==> src/rtl/fetch_unit.sv <==
// fetch_unit: instruction fetch stage with req/ack memory port, prefetch queue and branch redirect
module fetch_unit #(
  parameter logic [31:0] RESET_PC = 32'h0000_0000,
  parameter int          DEPTH    = 2
) (
  input  logic        clk1,
  input  logic        rst_n,
  output logic        mem_req,
  output logic [31:0] mem_addr,
  input  logic        mem_ack,
  input  logic [31:0] mem_rdata,
  output logic        inst_valid,
  input  logic        inst_ready,
  output logic [31:0] inst_out,
  output logic [31:0] inst_pc,
  input  logic        branch_valid,
  input  logic [31:0] branch_target
);
  localparam int AW = $clog2(DEPTH);
  localparam logic [AW:0] FULL = (AW+1)'(DEPTH);
  localparam logic [1:0] IDLE = 2'd0, REQ = 2'd1, DROP = 2'd2;
  logic [1:0] state, state_nx;
  logic [31:0] fetch_pc, hold_addr;
  logic [31:0] q_data [DEPTH];
  logic [31:0] q_pc [DEPTH];
  logic [AW-1:0] rd_ptr, wr_ptr;
  logic [AW:0] count, count_nx;
  logic push, pop;
  assign mem_req    = state != IDLE;
  assign mem_addr   = state == DROP ? hold_addr : fetch_pc;
  assign inst_valid = count != '0;
  assign inst_out   = q_data[rd_ptr];
  assign inst_pc    = q_pc[rd_ptr];
  assign push       = state == REQ && mem_ack && !branch_valid;
  assign pop        = inst_valid && inst_ready && !branch_valid;
  assign count_nx   = branch_valid ? '0 : count + (AW+1)'(push) - (AW+1)'(pop);
  // A branch while a read is still outstanding must wait out that read in DROP
  assign state_nx = branch_valid ? ((mem_req && !mem_ack) ? DROP : REQ)
                  : state == IDLE ? (count != FULL ? REQ : IDLE)
                  : !mem_ack ? state
                  : state == DROP ? REQ
                  : (count_nx != FULL ? REQ : IDLE);
  always_ff @(posedge clk1 or negedge rst_n) begin
    if (!rst_n) begin
      state     <= IDLE;
      fetch_pc  <= RESET_PC;
      hold_addr <= RESET_PC;
      rd_ptr    <= '0;
      wr_ptr    <= '0;
      count     <= '0;
      for (int i = 0; i < DEPTH; i++) begin
        q_data[i] <= '0;
        q_pc[i]   <= '0;
      end
    end else begin
      state    <= state_nx;
      count    <= count_nx;
      fetch_pc <= branch_valid ? (branch_target & ~32'd3) : push ? fetch_pc + 32'd4 : fetch_pc;
      rd_ptr   <= branch_valid ? '0 : rd_ptr + AW'(pop);
      wr_ptr   <= branch_valid ? '0 : wr_ptr + AW'(push);
      if (state == REQ) hold_addr <= fetch_pc;
      if (push) begin
        q_data[wr_ptr] <= mem_rdata;
        q_pc[wr_ptr]   <= fetch_pc;
      end
    end
  end
endmodule
==> config.mk <==
export PLATFORM = sky130hd
export DESIGN_NAME = fetch_unit
export DESIGN_NICKNAME = d
export VERILOG_FILES = /design/src/rtl/fetch_unit.sv
export SDC_FILE = /design/constraint.sdc
export NUM_CORES = 1
export LEC_CHECK = 0
export CORE_MARGIN = 2
export CORE_UTILIZATION = 30
export CTS_CLUSTER_SIZE = 25
export DETAILED_ROUTE_END_ITERATION = 8
export HOLD_SLACK_MARGIN = 0.08
export PLACE_DENSITY = 0.47
export SYNTH_ARGS = -nofsm -noshare
export SYNTH_HDL_FRONTEND = slang
export SYNTH_SLANG_ARGS = --single-unit
==> constraint.sdc <==
create_clock -name clk1 -period 2.4 [get_ports clk1]
set_input_delay 0.6 -clock clk1 [delete_from_list [all_inputs] [get_ports clk1]]
set_output_delay 0.6 -clock clk1 [all_outputs]
set_load 0.01 [all_outputs]
==> flow_summary.html <==
<table>
<tr><th>Metric</th><th>Value</th></tr>
<tr><th colspan="2">Layout</th></tr>
<tr><td>Final Util</td><td>41.1%</td></tr>
<tr><td>Net count reported at finish</td><td>~930</td></tr>
<tr><td>Number of antenna repair diodes</td><td>0</td></tr>
<tr><td>Finished layout cell area</td><td>12100 um2</td></tr>
<tr><td>Final standard cell count with taps included and fillers excluded</td><td>approximately 1300</td></tr>
<tr><td>Post-synthesis to final-layout area growth</td><td>35.7%</td></tr>
<tr><td>Share of layout cells above drive strength 1</td><td>48.3%</td></tr>
<tr><th colspan="2">Placement</th></tr>
<tr><td>Instance count after placement with tap cells included</td><td>1206</td></tr>
<tr><td>Dpl hpwl</td><td>15100 um</td></tr>
<tr><td>PortBufs</td><td>160</td></tr>
<tr><td>Area of placed instances</td><td>11200 um2</td></tr>
<tr><td>Gp weighted congestion</td><td>roughly 0.74</td></tr>
<tr><th colspan="2">Global routing</th></tr>
<tr><td>Maximum number of pins on one net before global-route repair</td><td>68</td></tr>
<tr><td>Vias in the first global route</td><td>6327</td></tr>
<tr><td>Antenna violations before repair</td><td>0</td></tr>
<tr><td>Overall track demand over capacity in global routing</td><td>15.5%</td></tr>
<tr><td>Final global-route overflow total</td><td>0</td></tr>
<tr><td>Global-route wire length before repair</td><td>37000 um</td></tr>
<tr><th colspan="2">Synthesis</th></tr>
<tr><td>Combinational family with the most area after synthesis</td><td>multiplexers</td></tr>
<tr><td>Share of the synthesized area in compound gates (AO/OA/AOI/OAI)</td><td>2.15%</td></tr>
<tr><td>Library cell with the highest instance count after synthesis</td><td>sky130_fd_sc_hd__mux2_2</td></tr>
<tr><td>Ranking of synthesized cells by instance count</td><td>sky130_fd_sc_hd__mux2_2, sky130_fd_sc_hd__dfrtp_1, sky130_fd_sc_hd__nand2_1</td></tr>
<tr><td>Synthesized-area fraction occupied by and/or/nand/nor cells</td><td>6.34%</td></tr>
<tr><td>Portion of netlist area occupied by mux cells</td><td>31.3%</td></tr>
<tr><td>Post-Synthesis Mean Instance Area</td><td>13.3 um2</td></tr>
<tr><td>Synthesized-area fraction occupied by adder cells</td><td>0.701%</td></tr>
<tr><td>Top_reg_cell synth</td><td>sky130_fd_sc_hd__dfrtp_1</td></tr>
<tr><td>Post-synth top area cell</td><td>sky130_fd_sc_hd__dfrtp_1</td></tr>
<tr><td>Ranking of synthesized cells by area</td><td>sky130_fd_sc_hd__dfrtp_1, sky130_fd_sc_hd__mux2_2, sky130_fd_sc_hd__xor2_1</td></tr>
<tr><td>Post-synthesis cell type count</td><td>41</td></tr>
<tr><td>Yosys warning count</td><td>0</td></tr>
<tr><td>Synthesized instance count</td><td>672</td></tr>
<tr><td>Mapped cell area</td><td>8920 um2</td></tr>
<tr><td>Register area share after synthesis</td><td>53.3%</td></tr>
<tr><td>Count of state elements after synthesis</td><td>190</td></tr>
<tr><td>Async SR Flop Fraction</td><td>between 90% and 100%</td></tr>
<tr><td>Post-synth EDFFs</td><td>0</td></tr>
<tr><td>Xor and xnor fraction of the mapped netlist area</td><td>just under 3%</td></tr>
<tr><td>Area share of the leading cell type in the synthesized netlist</td><td>between 50% and 60%</td></tr>
<tr><th colspan="2">Timing</th></tr>
<tr><td>Hold violation total from the final report</td><td>0</td></tr>
<tr><td>Unrepaired setup endpoints after global routing</td><td>yes</td></tr>
<tr><td>Max-slew violation count</td><td>0</td></tr>
<tr><td>Maximum clock frequency</td><td>415 MHz</td></tr>
<tr><td>Fin Clk Skew</td><td>14.4 ps</td></tr>
<tr><td>Final period util</td><td>100%</td></tr>
<tr><td>Worst Setup Slack, final</td><td>-11.6 ps</td></tr>
<tr><td>Number of setup violations in the final report</td><td>4</td></tr>
<tr><td>Time the final worst path needs with I/O delays and setup</td><td>2410 ps</td></tr>
<tr><th colspan="2">Pwr</th></tr>
<tr><td>Leakage power total</td><td>5.28 nW</td></tr>
<tr><td>Reg power frac</td><td>43.1%</td></tr>
<tr><td>Power per cell area</td><td>872 nW/um2</td></tr>
<tr><td>Proportion of total power due to net switching</td><td>28.5%</td></tr>
<tr><td>IR Drop Worst-Case VDD</td><td>approximately 0.36 mV</td></tr>
<tr><td>Net switching power of the design</td><td>3.01 mW</td></tr>
<tr><td>Clock power frac</td><td>a little over a quarter</td></tr>
<tr><td>Comb power frac</td><td>30.0%</td></tr>
<tr><td>Internal Pwr Total</td><td>7.55 mW</td></tr>
<tr><td>Total power of the final layout</td><td>10.6 mW</td></tr>
<tr><th colspan="2">Floorplanning</th></tr>
<tr><td>Total I/O pin count</td><td>167</td></tr>
<tr><td>Initial standard-cell utilization of the core</td><td>30.3%</td></tr>
<tr><td># rows</td><td>63</td></tr>
<tr><td>Floorplan Core Area</td><td>29500 um2</td></tr>
<tr><td>Floorplan die area</td><td>31100 um2</td></tr>
<tr><td>Horiz. Die Dim</td><td>176 um</td></tr>
<tr><td>Die height</td><td>176 um</td></tr>
<tr><th colspan="2">Flow run</th></tr>
<tr><td>Max-cap violations</td><td>0</td></tr>
<tr><th colspan="2">Clock network</th></tr>
<tr><td>Clk buf depth</td><td>2</td></tr>
<tr><td>Root Driver</td><td>sky130_fd_sc_hd__clkbuf_16</td></tr>
<tr><td>Clock input transition at the sequential cells of the worst setup and hold paths</td><td>70 ps</td></tr>
<tr><td>CTS H-Tree Depth</td><td>4</td></tr>
<tr><td>TritonCTS Buffers</td><td>17</td></tr>
<tr><td>Clk Latency, worst-skew pair</td><td>between 400 and 500 ps</td></tr>
<tr><td>Number of clock sinks</td><td>190</td></tr>
<tr><td>TritonCTS clock tree</td><td>yes</td></tr>
<tr><th colspan="2">Setup path</th></tr>
<tr><td>Reg-to-reg slack, setup</td><td>between 400 and 500 ps</td></tr>
<tr><td>Worst path arrival time</td><td>~1800 ps</td></tr>
<tr><td>Endpoint type of the worst setup path</td><td>output pin</td></tr>
<tr><td>Number of cells on the worst reg-to-reg path</td><td>10</td></tr>
<tr><td>Startpoint class of the critical path</td><td>flop</td></tr>
<tr><td>End of the worst register-to-register path</td><td>state[0]</td></tr>
<tr><td>Critical path required time</td><td>1800 ps</td></tr>
<tr><td>Crit Path Class</td><td>flop to output pin</td></tr>
<tr><td>Start of the worst register-to-register path</td><td>state[1]</td></tr>
<tr><td>Highest fanout seen on the critical path</td><td>5</td></tr>
<tr><th colspan="2">Drt</th></tr>
<tr><td>Detailed Routing Iterations Pass 1</td><td>4</td></tr>
<tr><td>Number of routed nets with antenna violations</td><td>0</td></tr>
<tr><td>Vias after detailed routing</td><td>5872</td></tr>
<tr><td>Vias per cell</td><td>4.66</td></tr>
<tr><td>WL final</td><td>23700 um</td></tr>
<tr><td>Remaining DRCs</td><td>0</td></tr>
<tr><td>Initial drt markers</td><td>263</td></tr>
<tr><td>Average detailed-routed wire length per instance</td><td>18.8 um</td></tr>
<tr><th colspan="2">Worst hold path</th></tr>
<tr><td>Start point of the worst min-delay path</td><td>hold_addr[27]</td></tr>
<tr><td>Hold WC Path Type</td><td>flop to flop</td></tr>
<tr><td>Hold-critical path depth</td><td>2</td></tr>
<tr><td>Worst Hold End</td><td>hold_addr[27]</td></tr>
<tr><th colspan="2">Run status</th></tr>
<tr><td>Status</td><td>complete, but fails checks</td></tr>
<tr><td>Failing checks</td><td>setup timing</td></tr>
</table>
per-stage QoR:
step / setup TNS, ps / worst slack (ps) / hold slack [ps]
final: -29.7 / -11.6 / 481
after global routing: -411 / -54.8 / 506
after CTS: -806 / -77.7 / 486
after detailed placement: -58.3 / -21.9 / 450
after global placement: -13.8 / -13.8 / 448
after floorplan: 0 / 225 / 304
cell type report:
type / instances / area, um2
Fill cell: 2782 / 17400
Tap cell: 390 / 488
Clock inverter: 11 / 134
Clock buffer: 19 / 443
Timing Repair Buffer: 216 / 2230
Multi-Input combinational cell: 427 / 4030
Inverter: 6 / 22.5
Sequential cell: 190 / 4760
worst max-delay path: stages, from the launching register on:
cell and delay [ps]:
sky130_fd_sc_hd__dfrtp_1 420, sky130_fd_sc_hd__nor2b_4 170, sky130_fd_sc_hd__buf_6 130, sky130_fd_sc_hd__buf_12 110
sky130_fd_sc_hd__buf_16 130, sky130_fd_sc_hd__mux2_4 300, sky130_fd_sc_hd__buf_6 120
sequential cells by signal, indices dropped and copies added, names as in the netlist:
register / cells
count: 2
q_data: 64
wr_ptr: 1
fetch_pc: 30
rd_ptr: 1
q_pc: 60
hold_addr: 30
state: 2
layout by cell type, fill, tap and decap left out, types with 3 or more instances in the layout:
| cell | Yosys | final |
|---|---|---|
| sky130_fd_sc_hd__conb_1 | 1 | 4 |
| sky130_fd_sc_hd__a21oi_1 | 3 | 3 |
| sky130_fd_sc_hd__xnor2_1 | 13 | 13 |
| sky130_fd_sc_hd__o21ai_0 | 20 | 17 |
| sky130_fd_sc_hd__o21ai_1 | 10 | 12 |
| sky130_fd_sc_hd__ha_1 | 5 | 3 |
| sky130_fd_sc_hd__clkdlybuf4s50_1 | 0 | 65 |
| sky130_fd_sc_hd__nor2_1 | 16 | 16 |
| sky130_fd_sc_hd__buf_2 | 7 | 27 |
| sky130_fd_sc_hd__dfrtp_1 | 190 | 189 |
| sky130_fd_sc_hd__xor2_1 | 17 | 17 |
| sky130_fd_sc_hd__buf_4 | 8 | 23 |
| sky130_fd_sc_hd__clkbuf_16 | 0 | 18 |
| sky130_fd_sc_hd__inv_6 | 0 | 3 |
| sky130_fd_sc_hd__nand2_1 | 38 | 37 |
| sky130_fd_sc_hd__mux2i_1 | 3 | 3 |
| sky130_fd_sc_hd__clkdlybuf4s15_1 | 0 | 15 |
| sky130_fd_sc_hd__mux2_2 | 245 | 218 |
| sky130_fd_sc_hd__nor3_1 | 3 | 3 |
| sky130_fd_sc_hd__clkbuf_2 | 2 | 4 |
| sky130_fd_sc_hd__dlygate4sd2_1 | 0 | 7 |
| sky130_fd_sc_hd__nand3_1 | 9 | 9 |
| sky130_fd_sc_hd__clkinvlp_4 | 0 | 4 |
| sky130_fd_sc_hd__nand4_1 | 10 | 10 |
| sky130_fd_sc_hd__buf_12 | 1 | 17 |
| sky130_fd_sc_hd__buf_6 | 1 | 53 |
| sky130_fd_sc_hd__inv_1 | 6 | 6 |
| sky130_fd_sc_hd__mux2_4 | 0 | 27 |
| sky130_fd_sc_hd__and3_1 | 6 | 6 |
| sky130_fd_sc_hd__nand4_2 | 4 | 4 |
what timing repair did:
action                                  CTS  global route
gates resized for setup                 368            50
endpoints found under the setup margin   93            68
hold buffers                              1             0
gates cloned                              8             1
buffers inserted                         17             3
endpoints found under the hold margin     8             0
cells by family after synthesis:
kind of cell    Yosys count
mux                     248
flops                   190
simple gates            104
buf+inv                  58
compound gates           36
xor+xnor                 30
fa+ha+maj                 5
other cells               1
how the worst max path moves through the flow:
stage | depth (start not counted) | slack (ps) | endpoint | startpoint
2_1_floorplan | 9 | 230 | state[0] | branch_valid
3_3_place_gp | 10 | -10 | state[0] | mem_ack
3_5_place_dp | 10 | -20 | state[0] | mem_ack
4_1_cts | 5 | -80 | mem_addr[18] | state[0]
5_1_grt | 6 | -50 | mem_addr[4] | state[0]
6_report | 6 | -10 | mem_addr[16] | state[0]
power groups by stage:
stage / clock (mW) / combinational (mW) / sequential, mW
3_3_place_gp: 0 / 3.18 / 4.52
2_1_floorplan: 0 / 1.79 / 4.41
3_5_place_dp: 0 / 3.23 / 4.60
6_report: 2.84 / 3.17 / 4.55
4_1_cts: 2.93 / 3.24 / 4.54
5_1_grt: 3.07 / 3.43 / 4.68
layer usage:
layer	global-route usage, %	wire (um)	vias up
met5	0	0	-
met4	4.24	254	0
met1	20.9	11000	3031
met2	26.3	11900	98
li1	-	-	2728
met3	2.09	547	15
No activity file was read; power rests on OpenSTA's default activity.
